File: config.mk
export PLATFORM = sky130hd
export DESIGN_NAME = mem_bus_arbiter
export DESIGN_NICKNAME = d
export VERILOG_FILES = /design/src/rtl/mem_bus_arbiter.sv
export SDC_FILE = /design/constraint.sdc
export NUM_CORES = 1
export LEC_CHECK = 0
export ABC_CLOCK_PERIOD_IN_PS = 4900
export CAP_MARGIN = 5
export CORE_ASPECT_RATIO = 0.8
export CORE_UTILIZATION = 30
export DETAILED_ROUTE_END_ITERATION = 16
export SYNTH_ARGS = -nofsm -noshare
export SYNTH_HDL_FRONTEND = slang
export SYNTH_SLANG_ARGS = --single-unit
File: constraint.sdc
create_clock -name clk -period 4.9 [get_ports clk]
set_input_delay 0.98 -clock clk [delete_from_list [all_inputs] [get_ports clk]]
set_output_delay 0.98 -clock clk [all_outputs]
set_load 0.01 [all_outputs]
File: src/rtl/mem_bus_arbiter.sv
// Shares one external memory bus between the instruction-fetch port and the
// load/store port. One requester is granted at a time; the transfer is
// forwarded to the bus, and the bus acknowledge plus read data are returned to
// the granted port. A transfer that the bus never acknowledges is aborted and
// reported with bus_err.
//
// Handshake, requester side: a port raises x_req with stable address/control
// and holds it until it samples x_ack_n low. x_ack_n is a one-cycle active-low
// pulse, and x_rdata/bus_err are valid only during that pulse. Requests are
// sampled only in IDLE, so a request held one cycle past its ack is not served
// twice. Bus side: bus_req stays high with bus_addr/bus_write/bus_size/
// bus_wdata constant until bus_ack_n is sampled low or the timeout expires.
//
// dbg_state exposes the FSM state: 0 IDLE, 1 GNT_I, 2 GNT_D, 3 RESP.
module mem_bus_arbiter #(
    parameter int BIT_WIDTH = 32,
    parameter int TIMEOUT   = 255
) (
    input  logic                 clk,
    input  logic                 rst,
    input  logic                 i_req,
    input  logic [BIT_WIDTH-1:0] i_addr,
    output logic [BIT_WIDTH-1:0] i_rdata,
    output logic                 i_ack_n,
    input  logic                 d_req,
    input  logic                 d_write,
    input  logic [1:0]           d_size,
    input  logic [BIT_WIDTH-1:0] d_addr,
    input  logic [BIT_WIDTH-1:0] d_wdata,
    output logic [BIT_WIDTH-1:0] d_rdata,
    output logic                 d_ack_n,
    output logic                 bus_err,
    output logic                 bus_req,
    output logic                 bus_write,
    output logic [1:0]           bus_size,
    output logic [BIT_WIDTH-1:0] bus_addr,
    output logic [BIT_WIDTH-1:0] bus_wdata,
    input  logic [BIT_WIDTH-1:0] bus_rdata,
    input  logic                 bus_ack_n,
    output logic [1:0]           dbg_state
);

    localparam logic [15:0] TIMEOUT_CNT = 16'(TIMEOUT);
    localparam logic        GRANT_I     = 1'b0;
    localparam logic        GRANT_D     = 1'b1;

    typedef enum logic [1:0] {
        ST_IDLE  = 2'd0,
        ST_GNT_I = 2'd1,
        ST_GNT_D = 2'd2,
        ST_RESP  = 2'd3
    } state_t;

    state_t                 state_q, state_d;
    logic [15:0]            cnt_q, cnt_d, cnt_inc;
    logic                   last_q, last_d;
    logic                   bus_req_d, bus_write_d, bus_err_d;
    logic [1:0]             bus_size_d;
    logic [BIT_WIDTH-1:0]   bus_addr_d, bus_wdata_d;
    logic [BIT_WIDTH-1:0]   i_rdata_d, d_rdata_d;
    logic                   i_ack_n_d, d_ack_n_d;
    logic                   xfer_done;

    assign dbg_state = state_q;

    // Next-state and next-output logic; every register holds unless a state says otherwise.
    always_comb begin
        state_d     = state_q;
        cnt_d       = cnt_q;
        last_d      = last_q;
        bus_req_d   = bus_req;
        bus_write_d = bus_write;
        bus_size_d  = bus_size;
        bus_addr_d  = bus_addr;
        bus_wdata_d = bus_wdata;
        i_rdata_d   = i_rdata;
        d_rdata_d   = d_rdata;
        i_ack_n_d   = 1'b1;
        d_ack_n_d   = 1'b1;
        bus_err_d   = 1'b0;
        cnt_inc     = cnt_q + 16'd1;
        xfer_done   = !bus_ack_n || (cnt_inc == TIMEOUT_CNT);

        case (state_q)
            ST_IDLE: begin
                // Under contention the port that did not go last wins.
                if (d_req && (!i_req || last_q == GRANT_I)) begin
                    state_d     = ST_GNT_D;
                    bus_req_d   = 1'b1;
                    bus_write_d = d_write;
                    bus_size_d  = d_size;
                    bus_addr_d  = d_addr;
                    bus_wdata_d = d_wdata;
                    cnt_d       = '0;
                end else if (i_req) begin
                    state_d     = ST_GNT_I;
                    bus_req_d   = 1'b1;
                    bus_write_d = 1'b0;
                    bus_size_d  = 2'b00;
                    bus_addr_d  = i_addr;
                    bus_wdata_d = '0;
                    cnt_d       = '0;
                end
            end
            ST_GNT_I, ST_GNT_D: begin
                if (xfer_done) begin
                    // A timed-out transfer still counts as this port's turn,
                    // so a dead address cannot starve the other port.
                    state_d   = ST_RESP;
                    bus_req_d = 1'b0;
                    cnt_d     = '0;
                    bus_err_d = bus_ack_n;
                    if (state_q == ST_GNT_D) begin
                        last_d    = GRANT_D;
                        d_ack_n_d = 1'b0;
                        d_rdata_d = bus_ack_n ? '0 : bus_rdata;
                    end else begin
                        last_d    = GRANT_I;
                        i_ack_n_d = 1'b0;
                        i_rdata_d = bus_ack_n ? '0 : bus_rdata;
                    end
                end else begin
                    cnt_d = cnt_inc;
                end
            end
            ST_RESP: begin
                state_d = ST_IDLE;
            end
            default: begin
                state_d = ST_IDLE;
            end
        endcase
    end

    // State, counter and all registered outputs; reset drops any transfer in flight.
    always_ff @(posedge clk or negedge rst) begin
        if (!rst) begin
            state_q   <= ST_IDLE;
            cnt_q     <= '0;
            last_q    <= GRANT_I;
            bus_req   <= 1'b0;
            bus_write <= 1'b0;
            bus_size  <= 2'b00;
            bus_addr  <= '0;
            bus_wdata <= '0;
            i_rdata   <= '0;
            d_rdata   <= '0;
            i_ack_n   <= 1'b1;
            d_ack_n   <= 1'b1;
            bus_err   <= 1'b0;
        end else begin
            state_q   <= state_d;
            cnt_q     <= cnt_d;
            last_q    <= last_d;
            bus_req   <= bus_req_d;
            bus_write <= bus_write_d;
            bus_size  <= bus_size_d;
            bus_addr  <= bus_addr_d;
            bus_wdata <= bus_wdata_d;
            i_rdata   <= i_rdata_d;
            d_rdata   <= d_rdata_d;
            i_ack_n   <= i_ack_n_d;
            d_ack_n   <= d_ack_n_d;
            bus_err   <= bus_err_d;
        end
    end

endmodule

==> flow_summary_export.csv <==
group,metric,value,unit
route,routed-via-count,5306,
cts,post_cts_buffers,0,
timing,max_slew_margin,35.9,%
yosys,netlist_area,0.00635,mm^2
timing,period_share,61.1,%
worst_hold_path,hold_path_class,"reg2reg",
yosys,yosysUniqueCellTypes,45,
cts,post_cts_resize_count,0,
finish,layout_overhead_on_the_synthesized_area,56.7,%
finish,final_cell_area,0.00996,mm^2
worst_setup_path,arrival,3.29,ns
worst_setup_path,r2r_slack,1.91,ns
flow_run,drv.max_cap_violation_count,0,
yosys,syn_nets,660,
worst_setup_path,required,5.20,ns
yosys,synth_top_flop_cell,"dfrtp_1",
global_route,antenna_found_initial,0,
floorplan,die_area,0.0218,mm^2
route,detail_route.wl_per_cell,18.0,um
power_and_ir_drop,net-switching-power,0.00215,W
yosys,post_synth_edffs,0,
cts,cts_num_sinks,154,
worst_setup_path,critPathMaxFanout,33,
yosys,netlist.area_leader.share,59.9,%
placement,gpl.final_weighted_congestion,0.822,
floorplan,core_area,0.0207,mm^2
yosys,synth_commonest_cells,"dfrtp_1 (152), a22o_1 (105), o21ai_0 (50), nand2_1 (48), mux2i_1 (33)",
worst_setup_path,setup.worst_path.start_class,"flop",
cts,clock_tree.root_cell,"clkbuf_16",
global_route,grtUsageTotal,18.0,%
cts,number_of_buffers_created_by_cts,17,
power_and_ir_drop,p_int,0.00394,W
timing,final-setup-viol-count,0,
yosys,synth_cells,520,
yosys,synth.most_common_cell,"dfrtp_1",
yosys,synthArstFlopShare,100,%
yosys,ys_seq_elements,154,
yosys,synth_top_area_cell,"dfrtp_1",
worst_setup_path,cp-end-kind,"flop",
cts,cts_hold_repair.buffers,0,
timing,period_needed,2.99,ns
placement,hpwlAfterDp,13300,um
placement,port_buffers,272,
timing,worst_pin_slew,0.962,ns
finish,final_nets,924,
placement,postPlaceCellArea,0.00936,mm^2
cts,clkSlewWorstSetupHoldPaths,0.07,ns
power_and_ir_drop,power.density_cell_area,612,mW/mm^2
yosys,seq_area_frac_synth,60.7,%
cts,cts_max_level,4,
floorplan,initial_utilization,30.7,%
floorplan,die_width,165,um
power_and_ir_drop,clockPowerShare,21.5,%
cts,max-clock-path-buffers,2,
route,route.detailed.vias_per_inst,4.98,
timing,timing.final.max_slew_violations,0,
worst_setup_path,timing.setup.critical_path_class,"reg2reg",
global_route,overflow,0,
route,first_iter_violations,386,
global_route,first_global_vias,5530,
timing,grt_setup_unrepaired,"false",
yosys,synth_area_leaders,"dfrtp_1 (60%), a22o_1 (14%), mux2i_1 (5.2%)",
floorplan,io_pins,273,
yosys,yosysWarningCount,0,
route,antenna_violating_nets_post_route,0,
power_and_ir_drop,combPwrFrac,44.0,%
timing,finalSetupTns,0,ns
power_and_ir_drop,sw_frac_of_total,35.3,%
finish,drive_above_1_share,7.28,%
cts,clk-insertion-delay-late,0.42,ns
route,post_route_drc_violation_count,0,
finish,antenna_cells,0,
route,firstDrtPassIters,4,
power_and_ir_drop,seqPwrFrac,34.5,%
global_route,wire_length_of_the_first_global_routing_pass,30200,um
run_status,run_status,"complete, no violations",
timing,clock_skew,0.0166,ns
global_route,maximum_number_of_pins_on_one_net_before_global_route_repair,95,
power_and_ir_drop,vdd_ir_drop_max,0.000299,V
yosys,syn_avg_cell_area,12.2,um^2
timing,max_freq,0.334,GHz
route,wirelength,19200,um
power_and_ir_drop,power.leakage,4.31,nW
floorplan,die-height,132,um
timing,finalHoldViolCount,0,
floorplan,core.rowCount,47,
cts,tritoncts,"done",
## metal layers
layer	share of wire, %	track usage, %
met5	0	0
met4	1.2	4.94
met3	8.1	6.10
met2	48	29.1
met1	42	22.9
## placed cells by master (no fill, tap or decap), types with 5 or more instances in the layout
| master | netlist | final |
|---|---|---|
| mux2i_1 | 33 | 33 |
| clkdlybuf4s50_1 | 0 | 271 |
| buf_4 | 0 | 9 |
| a22o_1 | 105 | 105 |
| inv_1 | 5 | 5 |
| o21ai_0 | 50 | 49 |
| clkbuf_16 | 0 | 17 |
| nor2_1 | 13 | 13 |
| dfrtp_1 | 152 | 152 |
| and3_1 | 6 | 6 |
| inv_8 | 0 | 5 |
| a21oi_1 | 7 | 7 |
| nand2_1 | 48 | 48 |
## state kept, by name, indices dropped and copies added, names as in the netlist, 2 cells and up
| name | cells |
|---|---|
| bus_addr | 32 |
| i_rdata | 32 |
| dbg_state | 2 |
| bus_size | 2 |
| cnt_q | 16 |
| d_rdata | 32 |
| bus_wdata | 32 |
## final timing paths
| path | start | to | depth (start not counted) |
|---|---|---|---|
| setup / recovery | cnt_q[1]$_DFFE_PN0P_ | i_rdata[1]$_DFFE_PN0P_ | 9 |
| hold / removal | bus_addr[28]$_DFFE_PN0P_ | bus_addr[28]$_DFFE_PN0P_ | 2 |
| setup reg to reg | cnt_q[1]$_DFFE_PN0P_ | i_rdata[1]$_DFFE_PN0P_ | 9 |
| hold reg to reg | bus_addr[28]$_DFFE_PN0P_ | bus_addr[28]$_DFFE_PN0P_ | 2 |
| max in group asynchronous | rst | d_ack_n$_DFF_PN1_ | 2 |
| min in group asynchronous | rst | bus_wdata[17]$_DFFE_PN0P_ | 1 |
## logic make-up after synthesis
kind of cell	after synthesis	synth area share (%)
flops	154	60.7
compound gates	183	21.9
xor+xnor	3	0.414
buf+inv	42	3.03
simple gates	101	7.99
mux	33	5.20
fa+ha+maj	4	0.788
## final cells by class
| class | instances | area [um^2] |
|---|---|---|
| sequential | 154 | 3860 |
| tap | 269 | 337 |
| timing repair buffer | 282 | 2810 |
| clock buffer | 17 | 425 |
| inverter | 5 | 18.8 |
| multi-input combinational | 324 | 2340 |
| fill | 1865 | 10700 |
| clock inverter | 15 | 173 |
## worst max-delay path, stage by stage (launching register included)
cell and delay, ns:
dfrtp_1 0.47, ha_1 0.29, nand4_2 0.23, nor3_1 0.27
o21ai_1 0.16, a2111oi_4 0.41, a21boi_2 0.14, or3_1 0.33
buf_4 0.27, a22o_1 0.28
## metrics by stage
stage          setup slack, ns  total power (W)  std cells  hold slack [ns]  util, %
5_1_grt                   1.73          0.00645       1066            0.512     48.1
3_5_place_dp              1.85          0.00481       1034            0.469     45.2
3_3_place_gp              1.92          0.00473       1034            0.463     45.2
4_1_cts                   1.92          0.00616       1066            0.486     48.1
6_report                  1.91          0.00609       1066            0.482     48.1
2_1_floorplan             2.33          0.00332        520            0.468        -
## power by group through the flow
stage | clock network, W | registers (W) | logic [W]
global placement | 0 | 0.00209 | 0.00264
floorplan | 0 | 0.00231 | 0.00101
finish | 0.00131 | 0.00210 | 0.00268
detailed placement | 0 | 0.00211 | 0.00270
global route | 0.00141 | 0.00217 | 0.00288
CTS | 0.00135 | 0.00211 | 0.00271
No activity file was read; power rests on OpenSTA's default activity.
